===== src/rtl/alu_pkg.sv =====
// Shared constants and helpers for the fixed-point ALU server.
package alu_pkg;

    localparam int unsigned KEY_W  = 7;
    localparam int unsigned OP_W   = 7;
    localparam int unsigned DATA_W = 32;

    // Width the saturation check works at; covers 2*data_w for data_w up to 64.
    localparam int unsigned SAT_W = 128;

    localparam int unsigned OP_NOP = 0;
    localparam int unsigned OP_ADD = 1;
    localparam int unsigned OP_SUB = 2;
    localparam int unsigned OP_MUL = 3;

    typedef enum logic [1:0] {
        SatNone,
        SatHigh,
        SatLow
    } sat_e;

    // Classify a wide signed value against the signed range of a w-bit result.
    function automatic sat_e sat_check(input logic signed [SAT_W-1:0] v, input int unsigned w);
        logic signed [SAT_W-1:0] max_v;
        logic signed [SAT_W-1:0] min_v;
        max_v = (SAT_W'(1) <<< (w - 1)) - SAT_W'(1);
        min_v = -max_v - SAT_W'(1);
        if (v > max_v) begin
            return SatHigh;
        end
        if (v < min_v) begin
            return SatLow;
        end
        return SatNone;
    endfunction

endpackage


===== src/rtl/alu_server_if.sv =====
// Flat multi-client request/response bus between the PID clients and the ALU server.
interface alu_server_if
    import alu_pkg::*;
#(
    parameter int unsigned nclients = 2,
    parameter int unsigned data_w   = DATA_W,
    parameter int unsigned key_w    = KEY_W,
    parameter int unsigned op_w     = OP_W
);

    logic                         en;
    logic [nclients*op_w-1:0]     op_i;
    logic [nclients*key_w-1:0]    key_i;
    logic [nclients*data_w-1:0]   A_i;
    logic [nclients*data_w-1:0]   B_i;
    logic [nclients*key_w-1:0]    key_o;
    logic [nclients*data_w-1:0]   O_o;

    modport master (
        output en, op_i, key_i, A_i, B_i,
        input  key_o, O_o
    );

    modport slave (
        input  en, op_i, key_i, A_i, B_i,
        output key_o, O_o
    );

endinterface


===== src/rtl/alu_pipe.sv =====
// Issue-to-retire datapath: stage-0 capture, mul_stages compute stages, output saturation.
module alu_pipe
    import alu_pkg::*;
#(
    parameter int unsigned data_w     = DATA_W,
    parameter int unsigned key_w      = KEY_W,
    parameter int unsigned op_w       = OP_W,
    parameter int unsigned idx_w      = 1,
    parameter int unsigned frac       = 16,
    parameter int unsigned mul_stages = 2
) (
    input  logic              clk,
    input  logic              rst,
    input  logic              i_vld,
    input  logic [idx_w-1:0]  i_idx,
    input  logic [key_w-1:0]  i_key,
    input  logic [op_w-1:0]   i_op,
    input  logic [data_w-1:0] i_a,
    input  logic [data_w-1:0] i_b,
    output logic              o_vld,
    output logic [idx_w-1:0]  o_idx,
    output logic [key_w-1:0]  o_key,
    output logic [data_w-1:0] o_res
);

    localparam int unsigned RawW = 2 * data_w;

    logic              r_s0_vld;
    logic [idx_w-1:0]  r_s0_idx;
    logic [key_w-1:0]  r_s0_key;
    logic [op_w-1:0]   r_s0_op;
    logic [data_w-1:0] r_s0_a;
    logic [data_w-1:0] r_s0_b;

    logic signed [data_w:0]   w_a_ext;
    logic signed [data_w:0]   w_b_ext;
    logic signed [RawW-1:0]   w_a_wide;
    logic signed [RawW-1:0]   w_b_wide;
    logic signed [RawW-1:0]   w_prod;
    logic signed [RawW-1:0]   w_raw;

    logic                   r_st_vld [mul_stages];
    logic [idx_w-1:0]       r_st_idx [mul_stages];
    logic [key_w-1:0]       r_st_key [mul_stages];
    logic signed [RawW-1:0] r_st_raw [mul_stages];

    sat_e w_sat;

    // Capture the granted request so later input changes cannot disturb it
    always_ff @(posedge clk) begin
        if (rst) begin
            r_s0_vld <= 1'b0;
            r_s0_idx <= '0;
            r_s0_key <= '0;
            r_s0_op  <= '0;
            r_s0_a   <= '0;
            r_s0_b   <= '0;
        end else begin
            r_s0_vld <= i_vld;
            if (i_vld) begin
                r_s0_idx <= i_idx;
                r_s0_key <= i_key;
                r_s0_op  <= i_op;
                r_s0_a   <= i_a;
                r_s0_b   <= i_b;
            end
        end
    end

    // Widened add/sub and full-width product, reduced to one raw value per op
    always_comb begin
        w_a_ext  = {r_s0_a[data_w-1], r_s0_a};
        w_b_ext  = {r_s0_b[data_w-1], r_s0_b};
        w_a_wide = RawW'($signed(r_s0_a));
        w_b_wide = RawW'($signed(r_s0_b));
        w_prod   = w_a_wide * w_b_wide;
        w_raw    = '0;
        if (r_s0_op == op_w'(OP_ADD)) begin
            w_raw = RawW'(w_a_ext + w_b_ext);
        end else if (r_s0_op == op_w'(OP_SUB)) begin
            w_raw = RawW'(w_a_ext - w_b_ext);
        end else if (r_s0_op == op_w'(OP_MUL)) begin
            // Arithmetic shift truncates toward -inf
            w_raw = w_prod >>> frac;
        end
    end

    // Compute stages; every op travels the same depth so results retire in issue order
    always_ff @(posedge clk) begin
        if (rst) begin
            for (int s = 0; s < mul_stages; s++) begin
                r_st_vld[s] <= 1'b0;
                r_st_idx[s] <= '0;
                r_st_key[s] <= '0;
                r_st_raw[s] <= '0;
            end
        end else begin
            r_st_vld[0] <= r_s0_vld;
            r_st_idx[0] <= r_s0_idx;
            r_st_key[0] <= r_s0_key;
            r_st_raw[0] <= w_raw;
            for (int s = 1; s < mul_stages; s++) begin
                r_st_vld[s] <= r_st_vld[s-1];
                r_st_idx[s] <= r_st_idx[s-1];
                r_st_key[s] <= r_st_key[s-1];
                r_st_raw[s] <= r_st_raw[s-1];
            end
        end
    end

    // Clamp the last-stage raw value into the signed data_w range
    always_comb begin
        w_sat = sat_check(SAT_W'(r_st_raw[mul_stages-1]), data_w);
        o_res = r_st_raw[mul_stages-1][data_w-1:0];
        case (w_sat)
            SatHigh: o_res = {1'b0, {(data_w-1){1'b1}}};
            SatLow:  o_res = {1'b1, {(data_w-1){1'b0}}};
            default: o_res = r_st_raw[mul_stages-1][data_w-1:0];
        endcase
    end

    assign o_vld = r_st_vld[mul_stages-1];
    assign o_idx = r_st_idx[mul_stages-1];
    assign o_key = r_st_key[mul_stages-1];

endmodule


===== src/rtl/alu_server.sv =====
// Shared ALU responder: pending detection, round-robin arbiter, busy bits, response registers.
module alu_server
    import alu_pkg::*;
#(
    parameter int unsigned nclients   = 2,
    parameter int unsigned data_w     = DATA_W,
    parameter int unsigned key_w      = KEY_W,
    parameter int unsigned op_w       = OP_W,
    parameter int unsigned frac       = 16,
    parameter int unsigned mul_stages = 2
) (
    input logic         clk,
    input logic         rst,
    alu_server_if.slave bus
);

    localparam int unsigned idx_w = (nclients > 1) ? $clog2(nclients) : 1;

    logic [nclients-1:0]        w_pend;
    logic [nclients-1:0]        r_busy;
    logic [idx_w-1:0]           r_ptr;
    logic                       w_gnt;
    logic [idx_w-1:0]           w_gnt_idx;
    logic [nclients*key_w-1:0]  r_key_o;
    logic [nclients*data_w-1:0] r_o_o;

    logic                       w_ret_vld;
    logic [idx_w-1:0]           w_ret_idx;
    logic [key_w-1:0]           w_ret_key;
    logic [data_w-1:0]          w_ret_res;

    // A client is pending when it asks for work under a key not yet answered
    always_comb begin
        w_pend = '0;
        for (int i = 0; i < nclients; i++) begin
            w_pend[i] = (bus.op_i[i*op_w +: op_w] != '0)
                     && (bus.key_i[i*key_w +: key_w] != r_key_o[i*key_w +: key_w])
                     && !r_busy[i];
        end
    end

    // Round-robin search starting at the pointer, wrapping modulo nclients
    always_comb begin
        w_gnt     = 1'b0;
        w_gnt_idx = '0;
        for (int k = 0; k < nclients; k++) begin
            int cand;
            cand = int'(r_ptr) + k;
            if (cand >= int'(nclients)) begin
                cand = cand - int'(nclients);
            end
            if (bus.en && !w_gnt && w_pend[idx_w'(cand)]) begin
                w_gnt     = 1'b1;
                w_gnt_idx = idx_w'(cand);
            end
        end
    end

    alu_pipe #(
        .data_w     (data_w),
        .key_w      (key_w),
        .op_w       (op_w),
        .idx_w      (idx_w),
        .frac       (frac),
        .mul_stages (mul_stages)
    ) u_pipe (
        .clk   (clk),
        .rst   (rst),
        .i_vld (w_gnt),
        .i_idx (w_gnt_idx),
        .i_key (bus.key_i[w_gnt_idx*key_w +: key_w]),
        .i_op  (bus.op_i[w_gnt_idx*op_w +: op_w]),
        .i_a   (bus.A_i[w_gnt_idx*data_w +: data_w]),
        .i_b   (bus.B_i[w_gnt_idx*data_w +: data_w]),
        .o_vld (w_ret_vld),
        .o_idx (w_ret_idx),
        .o_key (w_ret_key),
        .o_res (w_ret_res)
    );

    // Retire writes the response slot and frees the client; grant marks it busy.
    // A grant never targets a client retiring this cycle since its busy bit is still set.
    always_ff @(posedge clk) begin
        if (rst) begin
            r_busy  <= '0;
            r_ptr   <= '0;
            r_key_o <= '0;
            r_o_o   <= '0;
        end else begin
            if (w_ret_vld) begin
                r_busy[w_ret_idx]                    <= 1'b0;
                r_key_o[w_ret_idx*key_w +: key_w]    <= w_ret_key;
                r_o_o[w_ret_idx*data_w +: data_w]    <= w_ret_res;
            end
            if (w_gnt) begin
                r_busy[w_gnt_idx] <= 1'b1;
                r_ptr <= (int'(w_gnt_idx) + 1 >= int'(nclients)) ? '0 : w_gnt_idx + 1'b1;
            end
        end
    end

    assign bus.key_o = r_key_o;
    assign bus.O_o   = r_o_o;

endmodule


===== src/flat_wrapper.sv =====
// flat-port wrapper written by rule: the top's interface ports become plain ports
module alu_server_flat import alu_pkg::*;
#(
    parameter int unsigned nclients   = 2,
    parameter int unsigned data_w     = DATA_W,
    parameter int unsigned key_w      = KEY_W,
    parameter int unsigned op_w       = OP_W,
    parameter int unsigned frac       = 16,
    parameter int unsigned mul_stages = 2
)
  (clk, rst, bus_en, bus_op_i, bus_key_i, bus_A_i, bus_B_i, bus_key_o, bus_O_o);
  alu_server_if #(.nclients(nclients), .data_w(data_w), .key_w(key_w), .op_w(op_w)) bus_i ();
  input logic clk;
  input logic rst;
  input wire logic [$bits(bus_i.en)-1:0] bus_en;
  input wire logic [$bits(bus_i.op_i)-1:0] bus_op_i;
  input wire logic [$bits(bus_i.key_i)-1:0] bus_key_i;
  input wire logic [$bits(bus_i.A_i)-1:0] bus_A_i;
  input wire logic [$bits(bus_i.B_i)-1:0] bus_B_i;
  output wire logic [$bits(bus_i.key_o)-1:0] bus_key_o;
  output wire logic [$bits(bus_i.O_o)-1:0] bus_O_o;
  assign bus_i.en = bus_en;
  assign bus_i.op_i = bus_op_i;
  assign bus_i.key_i = bus_key_i;
  assign bus_i.A_i = bus_A_i;
  assign bus_i.B_i = bus_B_i;
  assign bus_key_o = bus_i.key_o;
  assign bus_O_o = bus_i.O_o;
  alu_server #(.nclients(nclients), .data_w(data_w), .key_w(key_w), .op_w(op_w), .frac(frac), .mul_stages(mul_stages)) u_core (.clk(clk), .rst(rst), .bus(bus_i));
endmodule

===== config.mk =====
export PLATFORM = sky130hd
export DESIGN_NAME = alu_server_flat
export DESIGN_NICKNAME = d
export VERILOG_FILES = /design/src/rtl/alu_pkg.sv /design/src/rtl/alu_server_if.sv /design/src/rtl/alu_pipe.sv /design/src/rtl/alu_server.sv /design/src/flat_wrapper.sv
export SDC_FILE = /design/constraint.sdc
export NUM_CORES = 2
export LEC_CHECK = 0
export ABC_AREA = 1
export CAP_MARGIN = 20
export CORE_MARGIN = 2
export CORE_UTILIZATION = 65
export CTS_BUF_LIST = sky130_fd_sc_hd__clkbuf_8
export DETAILED_ROUTE_END_ITERATION = 10
export PLACE_DENSITY = 0.95
export SETUP_SLACK_MARGIN = 0.4
export SYNTH_ARGS = -nofsm -noshare
export SYNTH_HDL_FRONTEND = slang
export SYNTH_SLANG_ARGS = --single-unit

===== constraint.sdc =====
create_clock -name clk -period 16.23 [get_ports clk]
set_clock_uncertainty 0.1 [all_clocks]
set_input_delay 1.623 -clock clk [delete_from_list [all_inputs] [get_ports clk]]
set_output_delay 1.623 -clock clk [all_outputs]
set_load 0.005 [all_outputs]

## Word-level counts from Yosys, hierarchy flattened

Memory sizes are Yosys's and may differ from the RTL's.
Cells that the tools add are included.

- Register bits after elaboration: 161
- Memories kept: 4
- Word-level logic and storage cells: 114
- Memory bits (read-only): 0
- Memory bits (writable): 146
- Output and inout port bits: 78
- Bits in latches: 0
- Input port bits: 159

- Add/sub/neg operators: 9
- Reduce and logical (&&, ||, !) cells: 10
- Eq/ne operators: 6
- Divide/modulo/power cells: 0
- Shift operators: 8
- Order comparisons: 11
- Multipliers: 3
- Bitwise gates (word level): 11
- Mux-type cells: 42

Memories:

| memory | words | bits a word | read ports | clocked after memory_dff | write ports | RTL line | RTL |
|---|---|---|---|---|---|---|---|
| u_core.u_pipe.r_st_raw | 2 | 64 | 2 | 0 | 2 | alu_pipe.sv:45 | `logic signed [RawW-1:0] r_st_raw [mul_stages];` |
| u_core.u_pipe.r_st_key | 2 | 7 | 2 | 0 | 2 | alu_pipe.sv:44 | `logic [key_w-1:0] r_st_key [mul_stages];` |
| u_core.u_pipe.r_st_idx | 2 | 1 | 2 | 0 | 2 | alu_pipe.sv:43 | `logic [idx_w-1:0] r_st_idx [mul_stages];` |
| u_core.u_pipe.r_st_vld | 2 | 1 | 2 | 0 | 2 | alu_pipe.sv:42 | `logic r_st_vld [mul_stages];` |

Operators by type and width:

| cell | number |
|---|---|
| 64-bit two-way mux | 5 |
| 64-bit by 7-bit indexed part select with 32-bit output | 2 |
| 64-bit bitwise mux | 1 |
| 64-bit by 32-bit > comparator with 1-bit output (second input constant) | 1 |
| 64-bit by 32-bit less-than comparator with 1-bit output (second input constant) | 1 |
| 32-bit by 32-bit multiplier with 64-bit output | 1 |
| 32-bit one-hot mux with 2 select lines | 1 |
| 32-bit by 34-bit variable shift with 64-bit output (first input constant) | 1 |
| 32-bit by 34-bit indexed part select with 64-bit output | 1 |
| 4-bit negator with 34-bit output | 1 |
| 6-bit negator with 34-bit output | 1 |
| 7-bit by 34-bit variable shift with 14-bit output (first input constant) | 1 |
| 7-bit by 34-bit indexed part select with 14-bit output | 1 |
| 32-bit by 32-bit adder with 33-bit output | 1 |
| 32-bit by 32-bit subtractor with 33-bit output | 1 |
| 32-bit by 3-bit >= comparator with 1-bit output (second input constant) | 1 |
| 14-bit by 5-bit indexed part select with 7-bit output | 2 |
| 1-bit two-way mux | 23 |
| 14-bit bitwise mux | 1 |
| 7-bit by 2-bit == test with 1-bit output (second input constant) | 2 |
| 2-bit two-way mux | 7 |
| 7-bit two-way mux | 2 |
| 1-bit by 3-bit multiplier with 4-bit output (second input constant) | 2 |
| 1-bit bitwise OR | 8 |
| other kinds (19) | 32 |

## Depth between registers and ports, before layout

- Depth in word-level cells: 17
- Depth in mapped cells: 35
- Depth with buffers taken out: 33

## Modules after synthesis

Synthesis repeated with hierarchy kept, for this count alone.

- Cells, all modules: 7121
- Area, all modules: 53079.7 sq um

Modules (own cells, without submodules):

| module | cells an instance | area an instance (sq um) | times used | seq. area each (sq um) |
|---|---|---|---|---|
| alu_pipe | 6471 | 48969.5 | 1 | 3883.7 |
| alu_server | 650 | 4110.2 | 1 | 1601.5 |

## Worst setup path before layout

OpenSTA, ideal clock, no wires.

- Kind: register -> register
- From: register u_core.u_pipe.r_s0_a[31]
- To: memory u_core.u_pipe.r_st_raw[0][45] in the netlist's numbering
- Data arrival time: 7246 ps
- Setup slack: 8775 ps
- Cell stages (with the launch flop): 33
- Setup time: 109 ps
- Period minus slack after synthesis: 7455 ps
- Buffers on the path: 2
- Path through: dfxtp_1 buf_2 clkbuf_1 nand2_1 inv_1 fa_1 inv_1 fa_1 inv_1 fa_1 fa_1 inv_1 fa_1 inv_1 fa_1 inv_1 fa_1 inv_1 fa_1 ha_1 nand2_1 nor2_1 inv_1 nor2_1 inv_1 nor4_1 nand2_1 nand2_1 nand2_1 nand3_1 nand3_2 nand2_1 inv_1

RTL lines:

| item | RTL line | RTL |
|---|---|---|
| start: declaration | alu_pipe.sv:32 | `logic [data_w-1:0] r_s0_a;` |
| start signal: assignment | alu_pipe.sv:64 | `r_s0_a <= i_a;` |
| end: declaration | alu_pipe.sv:45 |  |

==> results.tsv <==
metric	value	unit
hpwlAfterDp	142	mm
synth-seq-cells	274	
crit_fanout	36	
holdWs	0.257	ns
synth-seq-area-share	0.103	
post_cts_buffers	0	
crit_slowest_cell	fa_1	
powerDensity	72.1	nW/um2
status	complete, no violations	
clk_latency	0.69	ns
clk_pin_slew	0.08	ns
clkPwrFrac	0.169	
drive_above_1_share	0.0353	
switchingPower	2.15	mW
critPathMostFrequentCell	fa_1	
cts.root.buffer_cell	clkbuf_8	
num_rows	104	
nFillCells	5825	
ys.flop_type	dfxtp_1	
fin_ws	7.50	ns
required	16.64	ns
htree_levels	2	
ctsLongestPathBuffers	3	
hold_viol	0	
final_cells	8225	
via_per_inst	5.88	
cts_tree	yes	
finalSetupViolations	0	
syn_inst	7083	
cp_slowest_stage_delay	1.00	ns
synth_edf_count	0	
ctsHoldBuffers	0	
fin_crit	8.73	ns
clock.fmax	115	MHz
min_from	u_core.u_pipe.r_st_raw[0][32]$_SDFF_PP0_	
track_usage	0.443	
reg2reg_slack	7.50	ns
die_w	290	um
place_area	56000	um2
synthToLayoutAreaGrowth	7.57	%
multi_input_area	38700	um2
slew_headroom	0.249	
synth.most_common_cell	inv_1	
whs_endpoint	u_core.u_pipe.r_st_raw[0][96]$_SDFF_PP0_	
synth_top_area_cell	fa_1	
utilization	0.707	
power.leakage	33.0	nW
p_sw_frac	0.524	
cts_sinks	274	
wl_met3	24.7	mm
grt_pass1_vias	52518	
min_delay_path_depth	2	
met2_length	79.6	mm
grt_max_degree	106	
synth_area_leaders	fa_1 41%, inv_1 14%, nand2_1 13%, dfxtp_1 10%, ha_1 5.8%	
reg2reg_to	u_core.u_pipe.r_st_raw[0][40]$_SDFF_PP0_	
syn_avg_cell_area	7.48	um2
pre_cts_slack	7.78	ns
top_layer	met5	
portBuffers	236	
async_flop_share	0	
reg2reg_depth	29	
drc	0	
sequentialPowerShare	0.180	
fin_crit_sh	0.538	
place.gp.congestion	1.08	
ctsResizeCount	0	
overflow	0	
grt_setup_unrepaired	no	
end_kind	flop	
tightest_slew	1.13	ns
cts_buffers	46	
start_kind	flop	
postLayoutCellArea	57000	um2
yosys_warnings	0	
maxSlewViolCount	0	
die-area	83900	um2
p_total	4.11	mW
syn_nets	8570	
r2r_start	u_core.u_pipe.r_s0_a[31]$_SDFFE_PP0N_	
crit_type	flop to flop	
dr.first_iter.drc_count	6032	
routed_wl	181	mm
hold_class	flop to flop	
grt_pass1_wl	282	mm
antenna_found_initial	3	
synthDistinctLibCells	52	
antenna_left	0	
core_area	80700	um2
worstPathArrival	9.14	ns
place_inst	8149	
synthTopCellsByCount	2003 x inv_1, 1777 x nand2_1, 1083 x fa_1, 380 x nor2_1, 274 x dfxtp_1	
p_comb_frac	0.651	
p_int	1.96	mW
drv_cap	0	
wl_met1	58.8	mm
layout.nets	8624	
vias	48354	
yosys.area.top_type_share	0.409	
antenna_cells	0	
die_height	290	um
regArea	5490	um2
wire_per_inst	22.0	um
io_pins	237	
finalSetupTns	0	ns
dr.pass1.iters	10	
netlist_area	53000	um2
irDropWorstVdd	76.3	uV
start_util	0.657	
final cells by class:
class,instances,share of cell area
flip-flops and latches,274,0.0963
well taps,1060,0.0233
repair buffers,312,0.0513
clock buffers,57,0.0138
multi-input cells,4478,0.679
inverters,2025,0.133
clock inverters,19,0.00338
metal layers:
metal	track usage	up-vias
met3	0.134	1266
met1	0.518	22929
met5	0	-
li1	-	20389
met4	0.352	6
met2	0.683	3764
cells in the final DEF, fill, tap and decap left out, types with 30 or more instances in the layout:
| master | instances |
|---|---|
| inv_1 | 2009 |
| nand2_1 | 1776 |
| fa_1 | 1083 |
| nor2_1 | 377 |
| dfxtp_1 | 269 |
| ha_1 | 245 |
| clkdlybuf4s50_1 | 235 |
| o21ai_0 | 221 |
| a21oi_1 | 220 |
| nand3_1 | 219 |
| buf_4 | 76 |
| clkbuf_8 | 57 |
| o211ai_1 | 38 |
| nand4_1 | 34 |
| xor2_1 | 30 |
power groups by stage:
stage	Sequential, mW	Combinational [mW]	Clock (mW)
3_3_place_gp	0.750	2.48	0
4_1_cts	0.738	2.59	0.694
3_5_place_dp	0.752	2.56	0
5_1_grt	0.742	2.89	0.720
2_1_floorplan	0.744	1.66	0
6_report	0.741	2.68	0.695
sequential cells by signal, summed over array words and instances, names as in the netlist:
name	count
u_core.u_pipe.r_s0_op	7
u_core.u_pipe.r_s0_vld	1
u_core.u_pipe.r_st_idx	2
u_core.u_pipe.r_s0_b	32
u_core.u_pipe.r_s0_a	32
u_core.u_pipe.r_st_key	14
u_core.r_ptr	1
u_core.u_pipe.r_s0_key	7
u_core.u_pipe.r_st_vld	2
u_core.r_busy	1
u_core.u_pipe.r_s0_idx	1
u_core.u_pipe.r_st_raw	96
u_core.bus.O_o	64
u_core.bus.key_o	14
worst max-delay path: cells and delay by family, from the launching register on:
family / cells / cell delay [ns]
fa+ha+maj: 9 / 5.28
simple gates: 12 / 1.46
buf+inv: 8 / 1.36
flops: 1 / 0.32
cell families (layout without fill, tap and decap cells):
kind of cell,after synthesis,in the layout,share of synthesized area
AOI/OAI and AO/OA,588,588,0.0613
xor gates and xnor gates,42,42,0.00694
adders and majority gates,1328,1328,0.467
buffers and inverters,2331,2413,0.167
DFF,274,274,0.103
and+or+nand+nor,2520,2520,0.194
worst max-delay path by stage:
stage                                                     start  slack (ns)                                        to  cells past startpoint
after detailed placement   u_core.u_pipe.r_s0_b[5]$_SDFFE_PP0N_        7.78  u_core.u_pipe.r_st_raw[0][45]$_SDFF_PP0_                     31
after CTS                  u_core.u_pipe.r_s0_b[5]$_SDFFE_PP0N_        7.70  u_core.u_pipe.r_st_raw[0][40]$_SDFF_PP0_                     31
after floorplan           u_core.u_pipe.r_s0_a[31]$_SDFFE_PP0N_        8.78  u_core.u_pipe.r_st_raw[0][45]$_SDFF_PP0_                     32
after global placement     u_core.u_pipe.r_s0_b[5]$_SDFFE_PP0N_        8.02  u_core.u_pipe.r_st_raw[0][45]$_SDFF_PP0_                     31
final                     u_core.u_pipe.r_s0_a[31]$_SDFFE_PP0N_        7.50  u_core.u_pipe.r_st_raw[0][40]$_SDFF_PP0_                     29
after global routing      u_core.u_pipe.r_s0_a[31]$_SDFFE_PP0N_        7.03  u_core.u_pipe.r_st_raw[0][40]$_SDFF_PP0_                     29
Power figures use the tool's default switching activity.
